$ cat src/rtl/snd_dma_pkg.sv
// Shared types and defaults for the sound DMA controller.
package snd_dma_pkg;

   localparam int unsigned NCH_DEFAULT = 2;
   localparam int unsigned AW_DEFAULT  = 21;

   typedef enum logic [1:0] {
      IDLE = 2'd0,
      RUN  = 2'd1,
      DONE = 2'd2
   } chan_state_e;

endpackage

$ cat src/rtl/snd_dma_chan.sv
// One sound DMA channel: frame FSM, start/end shadows and the fetch pointer.
module snd_dma_chan
   import snd_dma_pkg::*;
#(
   parameter int unsigned AW = AW_DEFAULT
) (
   input  logic          clk32,
   input  logic          por,
   input  logic          sndon_i,
   input  logic          sfrep_i,
   input  logic [AW-1:0] sfstart_i,
   input  logic [AW-1:0] sfend_i,
   input  logic          grant_i,
   output chan_state_e   state_o,
   output logic [AW-1:0] ptr_o,
   output logic          frame_end_o
);

   chan_state_e   state_q, state_d;
   logic [AW-1:0] ptr_q, ptr_d;
   logic [AW-1:0] start_q, start_d;
   logic [AW-1:0] end_q, end_d;
   logic [AW-1:0] ptr_inc;

   assign ptr_inc     = ptr_q + AW'(1);
   assign frame_end_o = grant_i && (state_q == RUN) && (ptr_inc == end_q);

   // NOTE: every always_comb output gets a default first, so no path can infer a latch.
   always_comb begin
      state_d = state_q;
      ptr_d   = ptr_q;
      start_d = start_q;
      end_d   = end_q;
      if (!sndon_i) begin
         state_d = IDLE;
      end else begin
         unique case (state_q)
            IDLE: begin
               if (sfstart_i < sfend_i) begin
                  state_d = RUN;
                  start_d = sfstart_i;
                  end_d   = sfend_i;
                  ptr_d   = sfstart_i;
               end else begin
                  state_d = DONE;
               end
            end
            RUN: begin
               if (grant_i) begin
                  ptr_d = ptr_inc;
                  if (ptr_inc == end_q) begin
                     // Repeat re-reads the inputs here, so mid-frame edits land at the boundary.
                     if (sfrep_i) begin
                        start_d = sfstart_i;
                        end_d   = sfend_i;
                        ptr_d   = sfstart_i;
                        state_d = (sfstart_i < sfend_i) ? RUN : DONE;
                     end else begin
                        state_d = DONE;
                     end
                  end
               end
            end
            default: state_d = state_q;
         endcase
      end
   end

   // NOTE: sequential state uses non-blocking assignments only; reset is synchronous to clk32.
   always_ff @(posedge clk32) begin
      if (por) begin
         state_q <= IDLE;
         ptr_q   <= '0;
         start_q <= '0;
         end_q   <= '0;
      end else begin
         state_q <= state_d;
         ptr_q   <= ptr_d;
         start_q <= start_d;
         end_q   <= end_d;
      end
   end

   assign state_o = state_q;
   assign ptr_o   = ptr_q;

endmodule

$ cat src/rtl/snd_dma_ctl.sv
// Sound DMA controller: NCH channels sharing one memory slot via a round-robin
// arbiter, with registered fetch strobe, channel index, address and interrupts.
module snd_dma_ctl
   import snd_dma_pkg::*;
#(
   parameter  int unsigned NCH = NCH_DEFAULT,
   parameter  int unsigned AW  = AW_DEFAULT,
   localparam int unsigned CW  = (NCH > 1) ? $clog2(NCH) : 1
) (
   input  logic              clk32,
   input  logic              por,
   input  logic              slot_en,
   input  logic [NCH-1:0]    sndon,
   input  logic [NCH-1:0]    sfrep,
   input  logic [NCH-1:0]    sreq,
   input  logic [NCH*AW-1:0] sfstart,
   input  logic [NCH*AW-1:0] sfend,
   output logic              sgrant,
   output logic [CW-1:0]     sch,
   output logic [AW-1:0]     sadr,
   output logic [NCH-1:0]    sframe,
   output logic [NCH-1:0]    sint,
   output logic [NCH-1:0]    stoff
);

   chan_state_e    state_w [NCH];
   logic [AW-1:0]  ptr_w   [NCH];
   logic [NCH-1:0] eligible_w;
   logic [NCH-1:0] frame_end_w;
   logic [NCH-1:0] gnt_vec_d;

   logic           sgrant_q, sgrant_d;
   logic [CW-1:0]  sch_q, sch_d;
   logic [AW-1:0]  sadr_q, sadr_d;
   logic [NCH-1:0] sint_q;
   logic [CW-1:0]  rr_q, rr_d;
   logic [CW-1:0]  idx_c;

   for (genvar k = 0; k < NCH; k++) begin : g_chan
      snd_dma_chan #(.AW(AW)) u_chan (
         .clk32       (clk32),
         .por         (por),
         .sndon_i     (sndon[k]),
         .sfrep_i     (sfrep[k]),
         .sfstart_i   (sfstart[k*AW +: AW]),
         .sfend_i     (sfend[k*AW +: AW]),
         .grant_i     (gnt_vec_d[k]),
         .state_o     (state_w[k]),
         .ptr_o       (ptr_w[k]),
         .frame_end_o (frame_end_w[k])
      );

      assign eligible_w[k] = (state_w[k] == RUN) && sreq[k] && sndon[k];
      assign sframe[k]     = (state_w[k] == RUN);
      assign stoff[k]      = (state_w[k] == DONE);
   end

   // rr_q holds the first channel to consider, i.e. one past the last grant.
   always_comb begin
      gnt_vec_d = '0;
      sgrant_d  = 1'b0;
      sch_d     = '0;
      sadr_d    = '0;
      rr_d      = rr_q;
      idx_c     = '0;
      if (slot_en) begin
         for (int unsigned i = 0; i < NCH; i++) begin
            idx_c = CW'((32'(rr_q) + i) % NCH);
            if (!sgrant_d && eligible_w[idx_c]) begin
               sgrant_d         = 1'b1;
               gnt_vec_d[idx_c] = 1'b1;
               sch_d            = idx_c;
               sadr_d           = ptr_w[idx_c];
               rr_d             = (idx_c == CW'(NCH - 1)) ? '0 : idx_c + CW'(1);
            end
         end
      end
   end

   always_ff @(posedge clk32) begin
      if (por) begin
         sgrant_q <= 1'b0;
         sch_q    <= '0;
         sadr_q   <= '0;
         sint_q   <= '0;
         rr_q     <= '0;
      end else begin
         sgrant_q <= sgrant_d;
         sch_q    <= sch_d;
         sadr_q   <= sadr_d;
         sint_q   <= frame_end_w;
         rr_q     <= rr_d;
      end
   end

   assign sgrant = sgrant_q;
   assign sch    = sch_q;
   assign sadr   = sadr_q;
   assign sint   = sint_q;

endmodule

$ cat config.mk
export PLATFORM = sky130hd
export DESIGN_NAME = snd_dma_ctl
export DESIGN_NICKNAME = d
export VERILOG_FILES = /design/src/rtl/snd_dma_pkg.sv /design/src/rtl/snd_dma_chan.sv /design/src/rtl/snd_dma_ctl.sv
export SDC_FILE = /design/constraint.sdc
export NUM_CORES = 1
export LEC_CHECK = 0
export BUFFER_PORTS_ARGS = -buffer_cell sky130_fd_sc_hd__buf_2
export CAP_MARGIN = 20
export CELL_PAD_IN_SITES_DETAIL_PLACEMENT = 0
export CELL_PAD_IN_SITES_GLOBAL_PLACEMENT = 1
export CORE_AREA = 2 2 142 144
export DETAILED_ROUTE_END_ITERATION = 6
export DIE_AREA = 0 0 144 146
export GPL_ROUTABILITY_DRIVEN = 0
export PLACE_DENSITY_LB_ADDON = 0.1
export REMOVE_ABC_BUFFERS = 1
export SLEW_MARGIN = 20
export SYNTH_ARGS = -nofsm -noshare
export SYNTH_HDL_FRONTEND = slang
export SYNTH_HIERARCHICAL = 1
export SYNTH_SLANG_ARGS = --single-unit
export TNS_END_PERCENT = 50
$ cat constraint.sdc
create_clock -name clk32 -period 4.8 [get_ports clk32]
set_clock_uncertainty 0.1 [all_clocks]
set_input_delay 0.24 -clock clk32 [delete_from_list [all_inputs] [get_ports clk32]]
set_output_delay 0.24 -clock clk32 [all_outputs]
set_load 0.005 [all_outputs]
### After elaboration in Yosys (flattened, before gate mapping)

Index checks and enable logic that the tools add are counted.

| word-level totals | value |
|---|---|
| register bits | 114 |
| input port bits | 93 |
| output and inout bits | 29 |
| logic and storage cells | 130 |

| cells by class | value |
|---|---|
| add/sub/neg operators | 5 |
| order comparisons | 8 |
| equal/unequal tests | 14 |
| multiplexer cells | 59 |
| bitwise logic cells | 6 |
| reductions and logical operators | 27 |

Operators by type and width:

| cell | count |
|---|---|
| 21-bit two-way mux | 24 |
| 21-bit case mux with 2 select lines | 4 |
| 21-bit by 1-bit adder with 21-bit output, second input constant | 2 |
| 21-bit == test | 2 |
| 21-bit less-than comparator | 2 |
| 2-bit two-way mux | 12 |
| 1-bit two-way mux | 15 |
| 2-bit by 1-bit inequality test with 1-bit output, second input constant | 6 |
| 6-bit AND reduction | 2 |
| 1-bit logical AND | 11 |
| 2-bit case mux with 2 select lines | 2 |
| 4-bit AND reduction | 2 |
| 3-bit AND reduction | 2 |
| 2-bit nonzero test | 3 |
| 2-bit OR reduction | 3 |
| 2-bit by 1-bit == test with 1-bit output, second input constant | 2 |
| 2-bit == test, second input constant | 2 |
| 2-bit >= comparator, second input constant | 2 |
| 2-bit zero test | 2 |
| 1-bit by 2-bit less-than comparator with 1-bit output, second input constant | 2 |
| 2-bit inequality test, second input constant | 2 |
| 1-bit NOT with 2-bit output | 2 |
| 1-bit adder, second input constant | 3 |
| 1-bit NOT | 3 |
| 5 further kinds | 7 |

### Logic depth before layout (Yosys ltp)

Gate-level depths: netlist of run 1.

| depth | value |
|---|---|
| depth in word-level cells | 13 |
| depth in mapped cells | 12 |
| depth with buffers taken out | 10 |

### By module

The synthesis of run 1 kept the hierarchy.

Modules (own cells, without submodules):

| module | instances | cells an instance | area an instance (µm²) | sequential area each (µm²) |
|---|---|---|---|---|
| snd_dma_chan | 2 | 502 | 3973.8 | 880.8 |
| snd_dma_ctl | 1 | 125 | 1248.7 | 520.5 |

### Worst setup path before layout of run 1

OpenSTA, ideal clock, no wires.

| path | value |
|---|---|
| path type | flip-flop to flip-flop |
| from | register g_chan[0].u_chan.ptr_q[0] |
| to | register g_chan[0].u_chan.ptr_q[5] |
| setup time | 135 ps |
| data arrival time | 2947 ps |
| data required time | 4565 ps |
| slack | 1618 ps |
| stages on the path, launching flop included | 12 |
| path buffers | 2 |
| period minus slack after synthesis | 3182 ps |
| path through | dfxtp_1 -> ha_1 -> nand4_4 -> nor4_2 -> and4_1 -> o21ai_0 -> or4_4 -> or3_4 -> buf_6 -> buf_2 -> a32oi_1 -> o311ai_1 |

| on the way | value |
|---|---|
| cells in the longest elaborated chain, start to end | 5 |
| elaborated cells between the ends (all ways) | 6 |
| classes of those cells | 1 x add/sub; 1 x eq/ne; 4 x mux |

Ends and longest elaborated chain:

| item | line | RTL |
|---|---|---|
| start, declared | snd_dma_chan.sv:20 | `logic [AW-1:0] ptr_q, ptr_d;` |
| start signal, assigned | snd_dma_chan.sv:78 | `ptr_q <= ptr_d;` |
| 21-bit by 1-bit adder with 21-bit output (*) | snd_dma_chan.sv:25 | `assign ptr_inc = ptr_q + AW'(1);` |
| 21-bit == test / 21-bit two-way mux (equally long branches) | snd_dma_chan.sv:51, snd_dma_chan.sv:53 |  |
| 21-bit two-way mux (*) | snd_dma_chan.sv:51 | `if (ptr_inc == end_q) begin` |
| 21-bit two-way mux (*) | snd_dma_chan.sv:49 | `if (grant_i) begin` |
| 21-bit case mux with 2 select lines (*) | snd_dma_chan.sv:37 | `unique case (state_q)` |

Every way passes the cells marked *; elsewhere a longest branch is shown, timed or not. The select of a mux whose other input is x is not followed.
A chain may end at the register's enable or synchronous reset.

### Final worst setup path of run 1

| path | value |
|---|---|
| from | register g_chan[0].u_chan.ptr_q[0] |
| to | register g_chan[0].u_chan.end_q[7] |

| on the way | value |
|---|---|
| cells in the longest elaborated chain, start to end | 4 |

Ends and longest elaborated chain:

| item | line | RTL |
|---|---|---|
| 21-bit by 1-bit adder with 21-bit output | snd_dma_chan.sv:25 |  |
| 21-bit == test | snd_dma_chan.sv:51 |  |
| 2-bit by 1-bit inequality test with 1-bit output (no line) | n/a |  |
| 6-bit AND reduction (no line) | n/a |  |
| end signal, assigned | snd_dma_chan.sv:80 | `end_q <= end_d;` |
| end, declared | snd_dma_chan.sv:22 | `logic [AW-1:0] end_q, end_d;` |

No other way between the ends.

==> results of run 1 <==
power breakdown:
part	internal [uW]	leakage (uW)	switching [uW]
Sequential	1020	0.000929	113
Combinational	305	0.00300	385
Clock	772	0.000266	476
logic make-up after synthesis:
group / after synthesis
AO/OA/AOI/OAI: 271
XOR/XNOR: 46
adder cells (fa/ha/maj): 42
buffers and inverters: 142
flip-flops: 114
multiplexers: 44
AND/OR/NAND/NOR: 470
Yosys cell counts (6+ instances only):
| cell | n | area share [%] |
|---|---|---|
| a211o_1 | 8 | 0.76 |
| a211oi_1 | 6 | 0.49 |
| a21o_1 | 6 | 0.49 |
| a21oi_1 | 45 | 2.4 |
| a31oi_1 | 24 | 1.6 |
| a32oi_1 | 24 | 2.3 |
| and2_1 | 28 | 1.9 |
| and3_1 | 12 | 0.82 |
| and4_1 | 10 | 0.95 |
| buf_1 | 6 | 0.24 |
| buf_2 | 18 | 0.98 |
| buf_6 | 11 | 1.3 |
| clkbuf_1 | 41 | 1.7 |
| dfxtp_1 | 114 | 25 |
| ha_1 | 42 | 5.7 |
| inv_1 | 59 | 2.4 |
| mux2i_1 | 44 | 4.8 |
| nand2_1 | 65 | 2.7 |
| nand2b_1 | 125 | 8.5 |
| nand3_1 | 46 | 2.5 |
| nand3b_1 | 6 | 0.49 |
| nor2_1 | 20 | 0.82 |
| nor2b_1 | 44 | 3.0 |
| nor3_1 | 14 | 0.76 |
| nor4_1 | 34 | 2.3 |
| nor4b_1 | 6 | 0.57 |
| o211ai_1 | 48 | 3.9 |
| o211ai_2 | 6 | 0.82 |
| o21ai_0 | 26 | 1.4 |
| o311ai_0 | 6 | 0.57 |
| o311ai_1 | 26 | 2.5 |
| or2_2 | 8 | 0.54 |
| or3_1 | 10 | 0.68 |
| or4_1 | 8 | 0.65 |
| xnor2_1 | 30 | 2.9 |
| xor2_1 | 16 | 1.5 |
worst register-to-register path: stages (launching register included):
cell	delay, ps
dfxtp_1	500
ha_1	370
nand4_4	200
nor4_2	410
nand2_1	90
a2111oi_0	520
nand4_1	340
or3_4	660
a21oi_2	590
buf_12	250
mux2i_1	220
flip-flops by register name, summed over array words and instances, names as in the netlist:
signal                 count
sint                       2
g_chan.u_chan/state_o      4
g_chan.u_chan/end_q       42
sadr                      21
sgrant                     1
rr_q                       1
g_chan.u_chan/ptr_o       42
sch                        1
routing by layer:
metal | wire, um | global-route usage, %
met1 | 13560 | 38.22
met2 | 11690 | 38.48
met3 | 1239 | 4.442
met4 | 364 | 6.520
met5 | 0 | 0
area by class of cell:
class                           instances  area [sq um]  area share (%)
Clock buffer                           22         454.2           4.185
Clock inverter                         10         110.1           1.015
Multi-Input combinational cell        873          6256           57.65
Tap cell                              265         331.6           3.055
Timing Repair Buffer                  183          1196           11.02
Inverter                               59         221.5           2.041
Sequential cell                       114          2282           21.03
metrics by stage:
step           total power (uW)  instance area (sq um)
6_report                   3067                  10850
5_1_grt                    3211                  10850
4_1_cts                    3080                  10850
3_5_place_dp               1802                   9847
3_3_place_gp               1794                   9847
2_1_floorplan              1551                   8752
how the worst min path moves through the flow:
stage | startpoint | to | slack [ps] | depth (start not counted)
after detailed placement | g_chan[1].u_chan/end_q[7]$_SDFFE_PP0P_ | g_chan[1].u_chan/end_q[7]$_SDFFE_PP0P_ | 380 | 2
after global routing | sfstart[28] | g_chan[1].u_chan/ptr_o[7]$_SDFFE_PP0P_ | 20 | 3
after global placement | g_chan[0].u_chan/end_q[20]$_SDFFE_PP0P_ | g_chan[0].u_chan/end_q[20]$_SDFFE_PP0P_ | 370 | 2
after floorplan | por | g_chan[0].u_chan/ptr_o[3]$_SDFFE_PP0P_ | 210 | 1
final | sfend[1] | g_chan[0].u_chan/end_q[1]$_SDFFE_PP0P_ | 8 | 3
after CTS | sfend[1] | g_chan[0].u_chan/end_q[1]$_SDFFE_PP0P_ | 3 | 3
==> results.toml, run 1 <==
[status]
status = "finished, final reports clean"

[placed_design]
dpl_worst_slack_ps = 548.5
port_buffers = 121
dpl.hpwl_mm = 19.09
place_inst = 1450

[critical_path]
max_stage_delay_ps = 660
crit_type = "reg -> reg"
crit_fanout = 38
rrSetupSlack_ps = 490
required_ps = 5050
critical_path.startpoint_type = "flip-flop"
cp.depth = 10
crit_buf_inv = 1
crit_path_start = "g_chan[0].u_chan/ptr_o[0]$_SDFFE_PP0P_"
crit_arrival_ps = 4570
r2r_start = "g_chan[0].u_chan/ptr_o[0]$_SDFFE_PP0P_"
crit_chain = "ha_1, nand4_4, nor4_2, nand2_1, a2111oi_0, nand4_1, or3_4, a21oi_2, buf_12, mux2i_1"
endpoint = "g_chan[0].u_chan/end_q[7]$_SDFFE_PP0P_"
ff2ff_path_depth = 10
path_delay_family = "simple AND/OR/NAND/NOR gates"
cp-end-kind = "flip-flop"
cpMaxStageDelayCell = "or3_4"
rr_endpoint = "g_chan[0].u_chan/end_q[7]$_SDFFE_PP0P_"

[global_route]
grt_overflow_total = 0
grt_antenna_before_repair = 0
grtUsageTotal_pct = 25.77
grt_pass1_vias = 8325
grt_pass1_wl_mm = 43.66
grt_max_degree = 94

[floorplanning]
core_sq_um = 19330
pin_count = 122
start_util_pct = 47.56
rows = 51
die_h_um = 146
die-area_sq_um = 21020
die_width_um = 144

[synth]
ys_seq_elements = 114
synth_seq_area_share_pct = 24.82
yosys_warnings = 6
synth-compound-area-share_pct = 21.77
syn_area_sq_um = 9196
async_flop_share_pct = 0
synth_cells = 1129
ys_types = 71
synthSimpleGateAreaFrac_pct = 31.29
synth-xor-area-share_pct = 4.381
avgSynthCellArea_sq_um = 8.146
synth_top_family_by_area = "simple AND/OR/NAND/NOR gates"
synthMuxAreaShare_pct = 4.789
synth_ff_type = "dfxtp_1"
synth_edf_count = 0
yosys.area_share.adder_pct = 5.714

[clocking]
cts_sinks = 114
clk-insertion-delay-late_ps = 430
numCtsBuffers = 17
cts_tree = "yes"
htreeDepth = 4
ctsHoldBuffers = 44
cts_root_buf = "clkbuf_16"
clkSlewWorstSetupHoldPaths_ps = 60
cts_setup_buffers = 0
cts_buffer_depth = 2
cts_resized = 0

[sta]
setup_viol = 0
period_needed_ps = 4313
hold_ws_ps = 7.830
drv_slew = 0
setup_tns_ps = 0
hold_violations = 0
rsz0062_at_grt = "false"
fmax_mhz = 231.8
tightest_slew_ps = 924.4
worst_slack_ps = 486.6
fin_crit_sh_pct = 89.86
slew_headroom_pct = 37.59

[routing]
via_per_inst = 5.858
vias = 8939
drcViolationCount = 0
ant_nets = 0
wl_per_cell_um = 17.60
drt_iter0_markers = 559
drt_wl_total_mm = 26.86
firstDrtPassIters = 5

[power]
p_leak_uw = 0.004200
power.density_nw_per_um2 = 282.6
max-vdd-ir-drop_v = 0.0002145

[finish]
fin_cells = 1526
syn_to_final_growth_pct = 18.00
final_common_cell = "nand2b_1"
mostFrequentLayoutCells = "nand2b_1, buf_2, dfxtp_1, nand2_1, inv_1"
antenna_cells = 0
drive_gt1_share_pct = 16.65
final_util_pct = 56.13
fin_nets = 1383
fill_cells = 1835

[job]
max_cap_violations = 0

[min_path]
min_path_type = "in -> reg"
No activity file was read; power rests on OpenSTA's default activity.
==> inputs of run 2 (changes only) <==
- CORE_AREA: 2 2 142 144 -> 2 2 174 125
- DIE_AREA: 0 0 144 146 -> 0 0 176 127
==> results.toml, run 2 (synthesis results as in run 1) <==
[min_path]
min_path_type = "in -> reg"
min_from = "sfend[8]"
min_path_cells = 3
hold_end = "g_chan[0].u_chan/end_q[8]$_SDFFE_PP0P_"

[global_route]
grt_antenna_before_repair = 0
grt_pass1_wl_mm = 45.44
grtUsageTotal_pct = 25.75
grt_max_degree = 76
grt_overflow_total = 0
grt_pass1_vias = 8142

[critical_path]
cpMaxStageDelayCell = "or3_4"
rr_endpoint = "g_chan[0].u_chan/end_q[0]$_SDFFE_PP0P_"
cp.depth = 10
required_ps = 5050
cp-end-kind = "flip-flop"
critical_path.startpoint_type = "flip-flop"
rrSetupSlack_ps = 630
r2r_start = "g_chan[0].u_chan/ptr_o[0]$_SDFFE_PP0P_"
ff2ff_path_depth = 10
path_delay_family = "simple AND/OR/NAND/NOR gates"
max_stage_delay_ps = 660
crit_fanout = 38
crit_arrival_ps = 4420
crit_type = "reg -> reg"
crit_buf_inv = 1
crit_chain = "ha_1, nand4_4, nor4_2, nand2_1, a2111oi_0, nand4_1, or3_4, a21oi_2, buf_12, mux2i_1"

[floorplanning]
die_h_um = 127
core_sq_um = 20530
pin_count = 122
rows = 44
die-area_sq_um = 22350
start_util_pct = 44.78
die_width_um = 176

[clocking]
clk-insertion-delay-late_ps = 420
cts_root_buf = "clkbuf_16"
numCtsBuffers = 17
ctsHoldBuffers = 39
cts_buffer_depth = 2
cts_setup_buffers = 0
clkSlewWorstSetupHoldPaths_ps = 60
cts_sinks = 114
cts_resized = 0
cts_tree = "yes"
htreeDepth = 4

[sta]
tightest_slew_ps = 1023
fmax_mhz = 239.9
setup_viol = 0
hold_violations = 0
fin_crit_sh_pct = 86.85
setup_tns_ps = 0
rsz0062_at_grt = "false"
period_needed_ps = 4169
drv_slew = 0
slew_headroom_pct = 31.80

[finish]
fin_nets = 1375
fin_cells = 1528
drive_gt1_share_pct = 16.61
mostFrequentLayoutCells = "nand2b_1, buf_2, dfxtp_1, nand2_1, inv_1"
antenna_cells = 0
syn_to_final_growth_pct = 17.58
final_common_cell = "nand2b_1"

[routing]
drcViolationCount = 0
drt_iter0_markers = 939
firstDrtPassIters = 5
wl_per_cell_um = 18.56
ant_nets = 0
vias = 8974
via_per_inst = 5.873
drt_wl_total_mm = 28.36

[job]
max_cap_violations = 0

[placed_design]
place_inst = 1458
dpl.hpwl_mm = 20.69
port_buffers = 121

[power]
switchingPower_uw = 987.1
p_int_uw = 2116
p_seq_share_pct = 36.7
combPwrFrac_pct = 22.2
max-vdd-ir-drop_v = 0.0002339
p_leak_uw = 0.004177
swShare_pct = 31.81
power.density_nw_per_um2 = 286.9
clockPowerShare_pct = 41.1

[status]
status = "finished, final reports clean"
==> run 2: routing by layer <==
layer,GRT usage (%),up-vias,share of wire [%]
li1,-,4410,-
met1,42.03,4251,55
met2,34.62,293,39
met3,3.750,20,5.5
met4,5.737,0,0.97
met5,0,-,0
==> run 2: area by class of cell <==
| cell class | instances | area [sq um] |
|---|---|---|
| well taps | 276 | 345.3 |
| repair buffers | 175 | 1127 |
| flip-flops and latches | 114 | 2282 |
| fillers | 2004 | 9722 |
| multi-input cells | 873 | 6256 |
| inverters | 59 | 221.5 |
| clock inverters | 9 | 106.4 |
| clock buffers | 22 | 474.2 |
==> run 2: power by group through the flow <==
| stage | clock [uW] | combinational [uW] | sequential, uW |
|---|---|---|---|
| after floorplan | 0 | 436 | 1110 |
| after global placement | 0 | 650 | 1150 |
| after detailed placement | 0 | 655 | 1160 |
| after CTS | 1290 | 682 | 1140 |
| after global routing | 1340 | 762 | 1150 |
| final | 1270 | 690 | 1140 |
==> run 2: worst max-delay path by stage <==
stage | start | endpoint | slack, ps
after floorplan | g_chan[0].u_chan/ptr_o[0]$_SDFFE_PP0P_ | g_chan[0].u_chan/end_q[0]$_SDFFE_PP0P_ | 930
after global placement | g_chan[0].u_chan/ptr_o[0]$_SDFFE_PP0P_ | g_chan[0].u_chan/end_q[7]$_SDFFE_PP0P_ | 830
after detailed placement | g_chan[0].u_chan/ptr_o[0]$_SDFFE_PP0P_ | g_chan[0].u_chan/end_q[0]$_SDFFE_PP0P_ | 690
after CTS | g_chan[0].u_chan/ptr_o[0]$_SDFFE_PP0P_ | g_chan[0].u_chan/end_q[6]$_SDFFE_PP0P_ | 690
after global routing | g_chan[0].u_chan/ptr_o[0]$_SDFFE_PP0P_ | g_chan[0].u_chan/end_q[10]$_SDFFE_PP0P_ | 160
final | g_chan[0].u_chan/ptr_o[0]$_SDFFE_PP0P_ | g_chan[0].u_chan/end_q[0]$_SDFFE_PP0P_ | 630
==> run 2: worst min-delay path: stages <==
cell	delay, ps
buf_2	110
nand2b_1	70
mux2i_1	60
==> run 2: per-stage QoR <==
stage	total power, uW	instance area [sq um]	hold WS (ps)	utilization, %	setup slack [ps]
detailed placement	1810	9842	378.5	47.93	692.8
global placement	1805	9831	373.0	47.87	828.4
CTS	3105	10810	2.456	52.66	686.9
floorplan	1551	8752	209.1	-	926.8
finish	3103	10810	4.468	52.66	631.3
global route	3249	10810	10.26	52.66	160.9
